`src/rtl/uart_tx_fifo.sv`:
```
`default_nettype none
// ============================================================================
// Module      : uart_tx_fifo
// Description : First-word-fall-through byte FIFO between a producer and a
//               UART transmitter. The head entry is always presented on
//               rd_data while rd_valid is high. The status outputs are
//               derived only from the registered occupancy count.
//               Optional feature macro: UART_TX_FIFO_OVERFLOW_EN adds a sticky
//               overflow flag and its overflow_clr input.
// Revision    : 1.0 - initial release
// ============================================================================
module uart_tx_fifo #(
  parameter int DEPTH = 16,
  parameter int WIDTH = 8
) (
  input  logic                     clk,
  input  logic                     reset,
  input  logic [WIDTH-1:0]         wr_data,
  input  logic                     wr_en,
  output logic                     full,
  output logic [WIDTH-1:0]         rd_data,
  output logic                     rd_valid,
  input  logic                     rd_ready,
  output logic                     empty,
  output logic [$clog2(DEPTH):0]   count
`ifdef UART_TX_FIFO_OVERFLOW_EN
  ,
  output logic                     overflow,
  input  logic                     overflow_clr
`endif
);

  localparam int              AW         = $clog2(DEPTH);
  localparam logic [AW:0]     FULL_COUNT = (AW + 1)'(DEPTH);

  logic [WIDTH-1:0] mem [DEPTH];
  logic [AW-1:0]    wr_ptr;
  logic [AW-1:0]    rd_ptr;
  logic             push;
  logic             pop;

  // Status flags and handshake qualification, all from pre-edge registered state
  always_comb begin
    full     = (count == FULL_COUNT);
    empty    = (count == '0);
    rd_valid = !empty;
    push     = wr_en && !full;
    pop      = rd_valid && rd_ready;
    rd_data  = empty ? '0 : mem[rd_ptr];
  end

  // Storage array; contents need no reset because the count gates visibility
  always_ff @(posedge clk) begin
    if (push) begin
      mem[wr_ptr] <= wr_data;
    end
  end

  // Pointers and occupancy; pointers wrap naturally since DEPTH is a power of two
  always_ff @(posedge clk or negedge reset) begin
    if (!reset) begin
      wr_ptr <= '0;
      rd_ptr <= '0;
      count  <= '0;
    end else begin
      if (push) begin
        wr_ptr <= wr_ptr + 1'b1;
      end
      if (pop) begin
        rd_ptr <= rd_ptr + 1'b1;
      end
      case ({push, pop})
        2'b10:   count <= count + 1'b1;
        2'b01:   count <= count - 1'b1;
        default: count <= count;
      endcase
    end
  end

`ifdef UART_TX_FIFO_OVERFLOW_EN
  // Sticky overflow: a push attempted while full sets it, and set beats clear
  always_ff @(posedge clk or negedge reset) begin
    if (!reset) begin
      overflow <= 1'b0;
    end else if (wr_en && full) begin
      overflow <= 1'b1;
    end else if (overflow_clr) begin
      overflow <= 1'b0;
    end
  end
`endif

endmodule
`default_nettype wire

```
`config.mk`:
```
export PLATFORM = sky130hd
export DESIGN_NAME = uart_tx_fifo
export DESIGN_NICKNAME = d
export VERILOG_FILES = /design/src/rtl/uart_tx_fifo.sv
export SDC_FILE = /design/constraint.sdc
export NUM_CORES = 1
export LEC_CHECK = 0
export CAP_MARGIN = 25
export CORE_ASPECT_RATIO = 0.9
export CORE_UTILIZATION = 55
export CTS_BUF_LIST = sky130_fd_sc_hd__clkbuf_16
export CTS_CLUSTER_DIAMETER = 50
export DETAILED_ROUTE_END_ITERATION = 6
export GPL_ROUTABILITY_DRIVEN = 0
export PLACE_DENSITY = 0.72
export SYNTH_ARGS = -nofsm -noshare
export SYNTH_HDL_FRONTEND = slang
export SYNTH_SLANG_ARGS = --single-unit
```
`constraint.sdc`:
```
create_clock -name clk -period 6 [get_ports clk]
set_input_delay 0.6 -clock clk [delete_from_list [all_inputs] [get_ports clk]]
set_output_delay 0.6 -clock clk [all_outputs]
set_load 0.02 [all_outputs]
```
=== After elaboration in Yosys (flattened, before gate mapping) ===
Memory sizes are Yosys's and may differ from the RTL's.
Index checks and enable logic that the tools add are counted.

* RAM bits: 128
* Memories: 1
* Output and inout port bits: 16
* Register bits: 13
* Bits in read-only memories: 0
* Logic and storage cells: 21
* Input port bits: 12
* Latch bits: 0

* Reduce and logical (&&, ||, !) cells: 6
* Div/mod/pow operators: 0
* Mux-type cells: 4
* Shift-type cells: 0
* Equal/unequal tests: 3
* $mul: 0
* Magnitude comparators: 0
* Bitwise gates (word level): 0
* Add/sub/neg operators: 4

{| class="wikitable"
|+ Memory list
! name !! words !! bits a word !! rd ports !! clocked after memory_dff !! write ports !! line !! RTL
|-
| mem || 16 || 8 || 1 || 0 || 1 || 36 || <nowiki>logic [WIDTH-1:0] mem [DEPTH];</nowiki>
|}

{| class="wikitable"
|+ Operators with widths
! cell !! count
|-
| $pmux W5 S2 || 1
|-
| $add A4 B1 Y4 const B || 2
|-
| $mux W8 || 1
|-
| $add A5 B1 Y5 const B || 1
|-
| $eq A5 B5 Y1 const B || 1
|-
| $logic_not A5 Y1 || 1
|-
| $sub A5 B1 Y5 const B || 1
|-
| $eq A2 B1 Y1 const B || 1
|-
| $eq A2 B2 Y1 const B || 1
|-
| $logic_and A1 B1 Y1 || 2
|-
| $logic_not A1 Y1 || 2
|-
| $mux W1 || 2
|-
| $reduce_bool A2 Y1 || 1
|}

=== Logic depth before layout (Yosys ltp) ===
Gate-level depths: netlist of the first run.

* Depth after elaboration: 5
* Gate-level depth with buffers: 13
* Gate-level depth less buffers: 11

=== Worst setup path after synthesis of the first run ===
OpenSTA, ideal clock, no wires.

* Path kind: register to register
* Start point: register count[2]
* End point: register count[4]
* Data arrival time: 2.825 ns
* Slack: 3.031 ns
* Required time: 5.856 ns
* Period minus slack after synthesis: 2.969 ns
* Setup time: 0.144 ns
* Cell stages (with the launch flop): 14
* Buffers on the path: 2
* Cells stage by stage: dfrtp_1 > clkbuf_1 > nor4_1 > nand2b_1 > nand2_1 > inv_1 > ha_1 > clkbuf_1 > xor2_1 > ha_1 > o211ai_1 > nor4bb_1 > a2111oi_0 > o211ai_1

* Word-level cells in the longest chain between the ends: 5
* Elaborated cells between the ends (all ways): 12
* Classes of those cells: 2 x add/sub; 3 x eq/ne; 1 x mux; 6 x reduce/logical

{| class="wikitable"
|+ Ends and longest elaborated chain
! element !! line !! RTL
|-
| start: declaration || 25 || <nowiki>output logic [$clog2(DEPTH):0] count</nowiki>
|-
| start signal: assignment || 73 || <nowiki>2'b10: count <= count + 1'b1;</nowiki>
|-
| start signal: assignment || 74 || <nowiki>2'b01: count <= count - 1'b1;</nowiki>
|-
| start signal: assignment || 75 || <nowiki>default: count <= count;</nowiki>
|-
| $logic_not A5 Y1 (*) || 45 || <nowiki>empty = (count == '0);</nowiki>
|-
| $logic_not A1 Y1 (*) || 46 || <nowiki>rd_valid = !empty;</nowiki>
|-
| $logic_and A1 B1 Y1 (*) || 48 || <nowiki>pop = rd_valid && rd_ready;</nowiki>
|-
| named net pop || 40 || <nowiki>logic pop;</nowiki>
|-
| $eq A2 B1 Y1 or $eq A2 B2 Y1 (tied branches) || 72 || <nowiki>case ({push, pop})</nowiki>
|-
| $pmux W5 S2 or $reduce_bool A2 Y1 (tied branches) || n/a ||
|}

The timed path passes the listed nets; every way through them passes the cells marked *.
A chain may end at the register's enable or synchronous reset.

=== Worst setup path in the final report of the first run ===
* Start point: register rd_ptr[1]
* End point: output port rd_data[1]

* Word-level cells in the longest chain between the ends: 2

{| class="wikitable"
|+ Ends and longest elaborated chain
! element !! line !! RTL
|-
| start: declaration || 38 || <nowiki>logic [AW-1:0] rd_ptr;</nowiki>
|-
| start signal: assignment || 70 || <nowiki>rd_ptr <= rd_ptr + 1'b1;</nowiki>
|-
| $mem_v2 Z16 W8 || n/a ||
|-
| $mux W8 || 49 || <nowiki>rd_data = empty ? '0 : mem[rd_ptr];</nowiki>
|-
| end: declaration || 21 || <nowiki>output logic [WIDTH-1:0] rd_data,</nowiki>
|}

No other way between the ends.

==> results of run 1 <==
## synth_stat cells (4+ instances only)
master / count / share of area, %
ha_1: 9 / 1.9
o21ai_1: 10 / 0.85
nand2_1: 11 / 0.70
inv_1: 4 / 0.26
a21oi_1: 9 / 0.77
dfrtp_1: 13 / 5.5
xnor2_1: 9 / 1.3
clkbuf_1: 8 / 0.51
mux2_2: 8 / 1.5
nor3_1: 4 / 0.34
nor2_1: 14 / 0.90
mux2i_1: 8 / 1.4
mux4_2: 23 / 8.8
buf_2: 4 / 0.34
edfxtp_1: 128 / 66
mux4_1: 9 / 4.0
## cells by family (layout without fill, tap and decap cells)
| kind of cell | count (synthesis) | after routing | share of synthesized area, % |
|---|---|---|---|
| flip-flops | 141 | 141 | 71.0 |
| multiplexers | 50 | 50 | 16.1 |
| AND/OR/NAND/NOR | 45 | 45 | 3.77 |
| AO/OA/AOI/OAI | 29 | 29 | 3.03 |
| buffers and inverters | 25 | 67 | 2.60 |
| XOR/XNOR | 10 | 10 | 1.49 |
| adder cells (fa/ha/maj) | 9 | 9 | 1.92 |
## critical path: cells and delay by family (launching register included)
family / cells / cell delay (ns)
AOI/OAI and AO/OA: 2 / 0.18
buffers and inverters: 2 / 0.99
muxes: 2 / 0.87
DFF: 1 / 0.94
## worst paths after layout
| check | startpoint | slack, ns | cells after the start | to |
|---|---|---|---|---|
| worst min-delay path | rd_ptr[3]$_DFFE_PN0P_ | 0.49 | 1 | rd_ptr[3]$_DFFE_PN0P_ |
| worst max register to register | count[1]$_DFFE_PN0P_ | 2.27 | 10 | count[4]$_DFFE_PN0P_ |
| max in group asynchronous | reset | 5.00 | 1 | rd_ptr[0]$_DFFE_PN0P_ |
| min in group asynchronous | reset | 0.58 | 1 | count[1]$_DFFE_PN0P_ |
| worst max-delay path | rd_ptr[1]$_DFFE_PN0P_ | 1.98 | 6 | rd_data[1] |
| worst min register to register | rd_ptr[3]$_DFFE_PN0P_ | 0.49 | 1 | rd_ptr[3]$_DFFE_PN0P_ |
## stage by stage
stage	setup slack, ns	std cells	power, W	hold slack, ns
finish	1.98	480	0.00331	0.493
global route	1.80	480	0.00347	0.511
CTS	1.94	480	0.00334	0.491
detailed placement	2.35	451	0.00242	0.482
global placement	2.40	451	0.00239	0.461
floorplan	3.03	309	0.00211	0.304
## report_power, final
group	switching, W	total, W	internal, W
registers	0.000148	0.00136	0.00121
logic	0.000511	0.00104	0.000526
clock network	0.000365	0.000916	0.000550
total	0.00102	0.00331	0.00228
## metal layers
metal	wire length [microns]	GRT usage, %	part of all wire [%]	vias up
li1	-	-	-	1304
met1	4900	29.4	45	1495
met2	5380	35.7	49	87
met3	545	6.10	5.0	8
met4	93	8.92	0.85	0
met5	0	0	0	-
## cell type report
class                           instances  area share [%]
Clock inverter                         12            1.26
Inverter                                6           0.335
Tap cell                              129            2.40
Timing Repair Buffer                   32            4.58
Clock buffer                           17            6.32
Sequential cell                       141            62.0
Multi-Input combinational cell        143            23.1
## registers in the layout (all words and copies together) (netlist names)
register / cells
count: 5
mem: 128
rd_ptr: 4
wr_ptr: 4
==> metrics, run 1 <==
outcome completed; # port buffers 27; I/O pins 28; Arr. time, crit path 3.42 ns; critical path cell sequence buf_4, mux4_1, mux2_2, o21ai_1, a21oi_1, clkdlybuf4s50_1; Synth Register Bits 141; Worst Max-Slew Pin Slew between 0.9 and 1 ns; post-CTS sizing 0; Sink Count 141; max-cap violations 0; CTS Hold Bufs 0; TritonRoute pass-1 iters 4; endpoints failing setup 0; VDD IR max 0.000295 V; most common cell after layout, fill and taps aside edfxtp_1; CTS buffer count 17; global-route wire length before repair ~17,000 microns; total number of vias 2,894; DP HPWL approximately 6800 microns; TritonCTS clock tree built; DRT antenna net count 0; Async SR Flop Fraction 9.22%; commonest non-fill, non-tap cells in the layout edfxtp_1, clkdlybuf4s50_1, mux4_2; synthesized area 5870 sq um; Synth Net Count 330; Leak 2.27 nW; Filler Cell Count 693; die extent in y 100 microns; Critical-path top delay cell dfrtp_1; final worst path period share between 60% and 70%; Critical Path RT around 5.4 ns; startpoint class of the critical path flip-flop; std cell rows 35; Die Width 111 microns; vias in the first global route between 3,000 and 4,000; grt ovf 0; power per cell area roughly 490 nW/um^2; worst hold path type reg2reg; unrepaired setup endpoints after global routing false; Post-synth top flop edfxtp_1; sequential share of the synthesized area 71.0%; layout cells sized above 1 18.8%; largest net degree at the start of global routing 25; synth warn 0; final wirelength between 10,000 and 15,000 microns; syn_area_per_cell 19.0 sq um; Reg area approximately 4200 sq um; Design Area, Final 6730 sq um; Cell Area, Placed approximately 6200 sq um; maximum fanout along the worst path 19; Nets 362; final hold vios 0; initial antenna violation count 0; Finished Core Util about two thirds; ANT cells 0; Synth Instances 309; H-tree levels 4; worst setup path class reg2out; Worst-path clk slew 0.05 ns; Multi-input gate area roughly 1600 sq um; EDFF count, synth 128; root buffer cell clkbuf_16; 1st-iter DRT viols 135; slew margin rel. 36.6%; CP endpoint kind output port; Syn-to-layout area delta 14.6%; Yosys cell types 43; CP max stage delay 0.94 ns; fmax between 200 and 250 MHz; detailed-route vias per instance 6.03; Post-route DRC 0; core area about 10,000 sq um; initial core utilization 57.0%; Final Skew 0.00889 ns; Pins Over Slew Limit 0; setup tns final 0 ns; routed len/inst between 20 and 25 microns; GRT Overall Usage 22.3%; Die Footprint 11,100 sq um; Tmin final 4.02 ns; clk_lat worst skew 0.42 ns; CTS Buffer Depth 2; Setup Fix Bufs, Post-CTS 0
(Power assumes the default switching activity.)
==> run 2, diff against run 1 <==
--- a/config.mk
+++ b/config.mk
@@ -7,12 +7,12 @@
 export LEC_CHECK = 0
 export CAP_MARGIN = 25
 export CORE_ASPECT_RATIO = 0.9
-export CORE_UTILIZATION = 55
+export CORE_UTILIZATION = 54
 export CTS_BUF_LIST = sky130_fd_sc_hd__clkbuf_16
 export CTS_CLUSTER_DIAMETER = 50
 export DETAILED_ROUTE_END_ITERATION = 6
 export GPL_ROUTABILITY_DRIVEN = 0
-export PLACE_DENSITY = 0.72
+export PLACE_DENSITY = 0.73
 export SYNTH_ARGS = -nofsm -noshare
 export SYNTH_HDL_FRONTEND = slang
 export SYNTH_SLANG_ARGS = --single-unit
==> constraint.sdc (replaced) <==
create_clock -name clk -period 3.4 [get_ports clk]
set_input_delay 0.34 -clock clk [delete_from_list [all_inputs] [get_ports clk]]
set_output_delay 0.34 -clock clk [all_outputs]
set_load 0.02 [all_outputs]
==> run 2 against run 1 <==
The flow now finishes with violations (design-rule violations). Register-to-register slack worse by 1.9 ns. Sequential power is 71% higher. Critical path depth stayed put. Largest cell class unchanged. Core utilization is 1.1 points higher. Via count is 2.6% higher. Clock power is 95% higher. Sequential cell count stayed put.
==> metrics, run 2 (synthesis gave the netlist of run 1 again) <==
# port buffers 27 (unchanged); grt ovf 0 (unchanged); final hold vios 0 (unchanged); initial core utilization 56.3% (was 57.0%); Largest Register mem (unchanged); detailed-route vias per instance 5.96 (was 6.03); H-tree levels 4 (unchanged); std cell rows 35 (unchanged); TritonCTS clock tree built (unchanged); Tmin final approximately 3.1 ns; worst setup path class reg2out (unchanged); vias in the first global route 3,099 (was 3,120); global-route wire length before repair 17,100 microns (was 17,300 microns); TritonRoute pass-1 iters 6 (was 4); die extent in y 101 microns (was 100 microns); setup tns final 0 ns (unchanged); Final Skew 0.00826 ns (was 0.00889 ns); routed len/inst 22.0 microns (was 22.8 microns); ANT cells 0 (unchanged); layout cells sized above 1 22.8% (was 18.8%); GRT Overall Usage 21.6% (was 22.3%); Leak 2.38 nW (was 2.27 nW); largest net degree at the start of global routing 24 (was 25); Critical Path RT 3.06 ns (was 5.40 ns); Largest regs mem (128), count (5) (unchanged); CTS Buffer Depth 2 (unchanged); commonest non-fill, non-tap cells in the layout edfxtp_1, clkdlybuf4s50_1, mux4_2 (unchanged); final worst path period share 90.5%; max-cap violations 0 (unchanged); power per cell area 879 nW/um^2 (was 492 nW/um^2); worst hold path type in2async (was reg2reg); DRT antenna net count 0 (unchanged); Post-route DRC 3 (was 0); endpoints failing setup 0 (unchanged); CP endpoint kind output port (unchanged); Pins Over Slew Limit 0 (unchanged); I/O pins 28 (unchanged); startpoint class of the critical path flip-flop (unchanged); unrepaired setup endpoints after global routing false (unchanged); core area 10,400 sq um (was 10,300 sq um); r2r worst-path depth 10 (unchanged); DP HPWL 6780 microns (was 6790 microns); Syn-to-layout area delta 18.1% (was 14.6%); Die Width 112 microns (was 111 microns); VDD IR max 0.000644 V (was 0.000295 V); CTS buffer count 17 (unchanged); failing checks design-rule violations; total number of vias 2,970 (was 2,894); final wirelength 11,000 microns (was 10,900 microns); maximum fanout along the worst path 23 (was 19); Nets 379 (was 362); Filler Cell Count 686 (was 693); Arr. time, crit path 2.74 ns (was 3.42 ns); Sink Count 141 (unchanged); fmax 325 MHz; Worst-path clk slew 0.05 ns (about the same); Design Area, Final 6930 sq um (was 6730 sq um); Worst Max-Slew Pin Slew 0.610 ns (was 0.948 ns); Die Footprint 11,300 sq um (was 11,100 sq um); most common cell after layout, fill and taps aside edfxtp_1 (unchanged); initial antenna violation count 0 (unchanged); clk_lat worst skew 0.41 ns (was 0.42 ns); max reg flops 128 (unchanged); Setup Fix Bufs, Post-CTS 0 (unchanged); outcome complete, but fails checks (was completed); root buffer cell clkbuf_16 (unchanged); slew margin rel. 59.2% (was 36.6%); Cell Area, Placed 6350 sq um (was 6220 sq um); CTS Hold Bufs 0 (unchanged); 1st-iter DRT viols 220 (was 135)
==> run 2: timing repair <==
| action | 4_1_cts | 5_1_grt |
|---|---|---|
| endpoints found under the setup margin | 0 | 1 |
| endpoints found under the hold margin | 0 | 0 |
| gates resized for setup | 0 | 2 |
==> run 2: critical path: stages, from the launching register on <==
cell,delay [ns]
dfrtp_1,0.38
buf_12,0.22
mux4_1,0.58
mux2_2,0.30
o21ai_1,0.15
a21oi_1,0.11
clkdlybuf4s50_1,0.59
==> run 2: stage by stage <==
stage | setup slack (ns) | power [W] | cells | hold WS, ns | util [%]
after floorplan | 0.431 | 0.00372 | 309 | 0.0444 | -
after global placement | 0.434 | 0.00429 | 468 | 0.563 | 60.9
after detailed placement | 0.253 | 0.00434 | 468 | 0.571 | 60.9
after CTS | 0.166 | 0.00614 | 498 | 0.324 | 66.4
after global routing | 0.0205 | 0.00638 | 498 | 0.366 | 66.5
final | 0.322 | 0.00609 | 498 | 0.322 | 66.5
==> run 2: final cells by class <==
cell class	count	area (sq um)	area share, %
clock buffers	17	425	6.14
clock inverters	13	150	2.17
inverters	6	22.5	0.325
multi-input cells	143	1550	22.4
flip-flops and latches	141	4170	60.2
well taps	129	161	2.33
repair buffers	49	448	6.46
==> run 2: power by group <==
part / switching, W / internal, W
Clock: 0.000654 / 0.00114
Combinational: 0.000991 / 0.000986
Sequential: 0.000193 / 0.00213
Total: 0.00184 / 0.00425
==> run 2: path summary, 6_finish.rpt <==
kind                                  startpoint                     to  slack [ns]
max reg2reg                 count[1]$_DFFE_PN0P_   count[4]$_DFFE_PN0P_        0.38
min                                        reset   count[1]$_DFFE_PN0P_        0.32
max                        rd_ptr[1]$_DFFE_PN0P_             rd_data[5]        0.32
min reg2reg                 count[0]$_DFFE_PN0P_   count[0]$_DFFE_PN0P_        0.60
min in group clk            count[0]$_DFFE_PN0P_   count[0]$_DFFE_PN0P_        0.60
max in group asynchronous                  reset  rd_ptr[1]$_DFFE_PN0P_        2.68
==> run 2: routing by layer <==
| layer | share of wire [%] | track usage, % | vias up | routed length, microns |
|---|---|---|---|---|
| li1 | - | - | 1333 | - |
| met1 | 43 | 28.3 | 1540 | 4760 |
| met2 | 50 | 34.6 | 86 | 5440 |
| met3 | 6.0 | 6.73 | 11 | 660 |
| met4 | 1.1 | 7.48 | 0 | 121 |
| met5 | 0 | 0 | - | 0 |
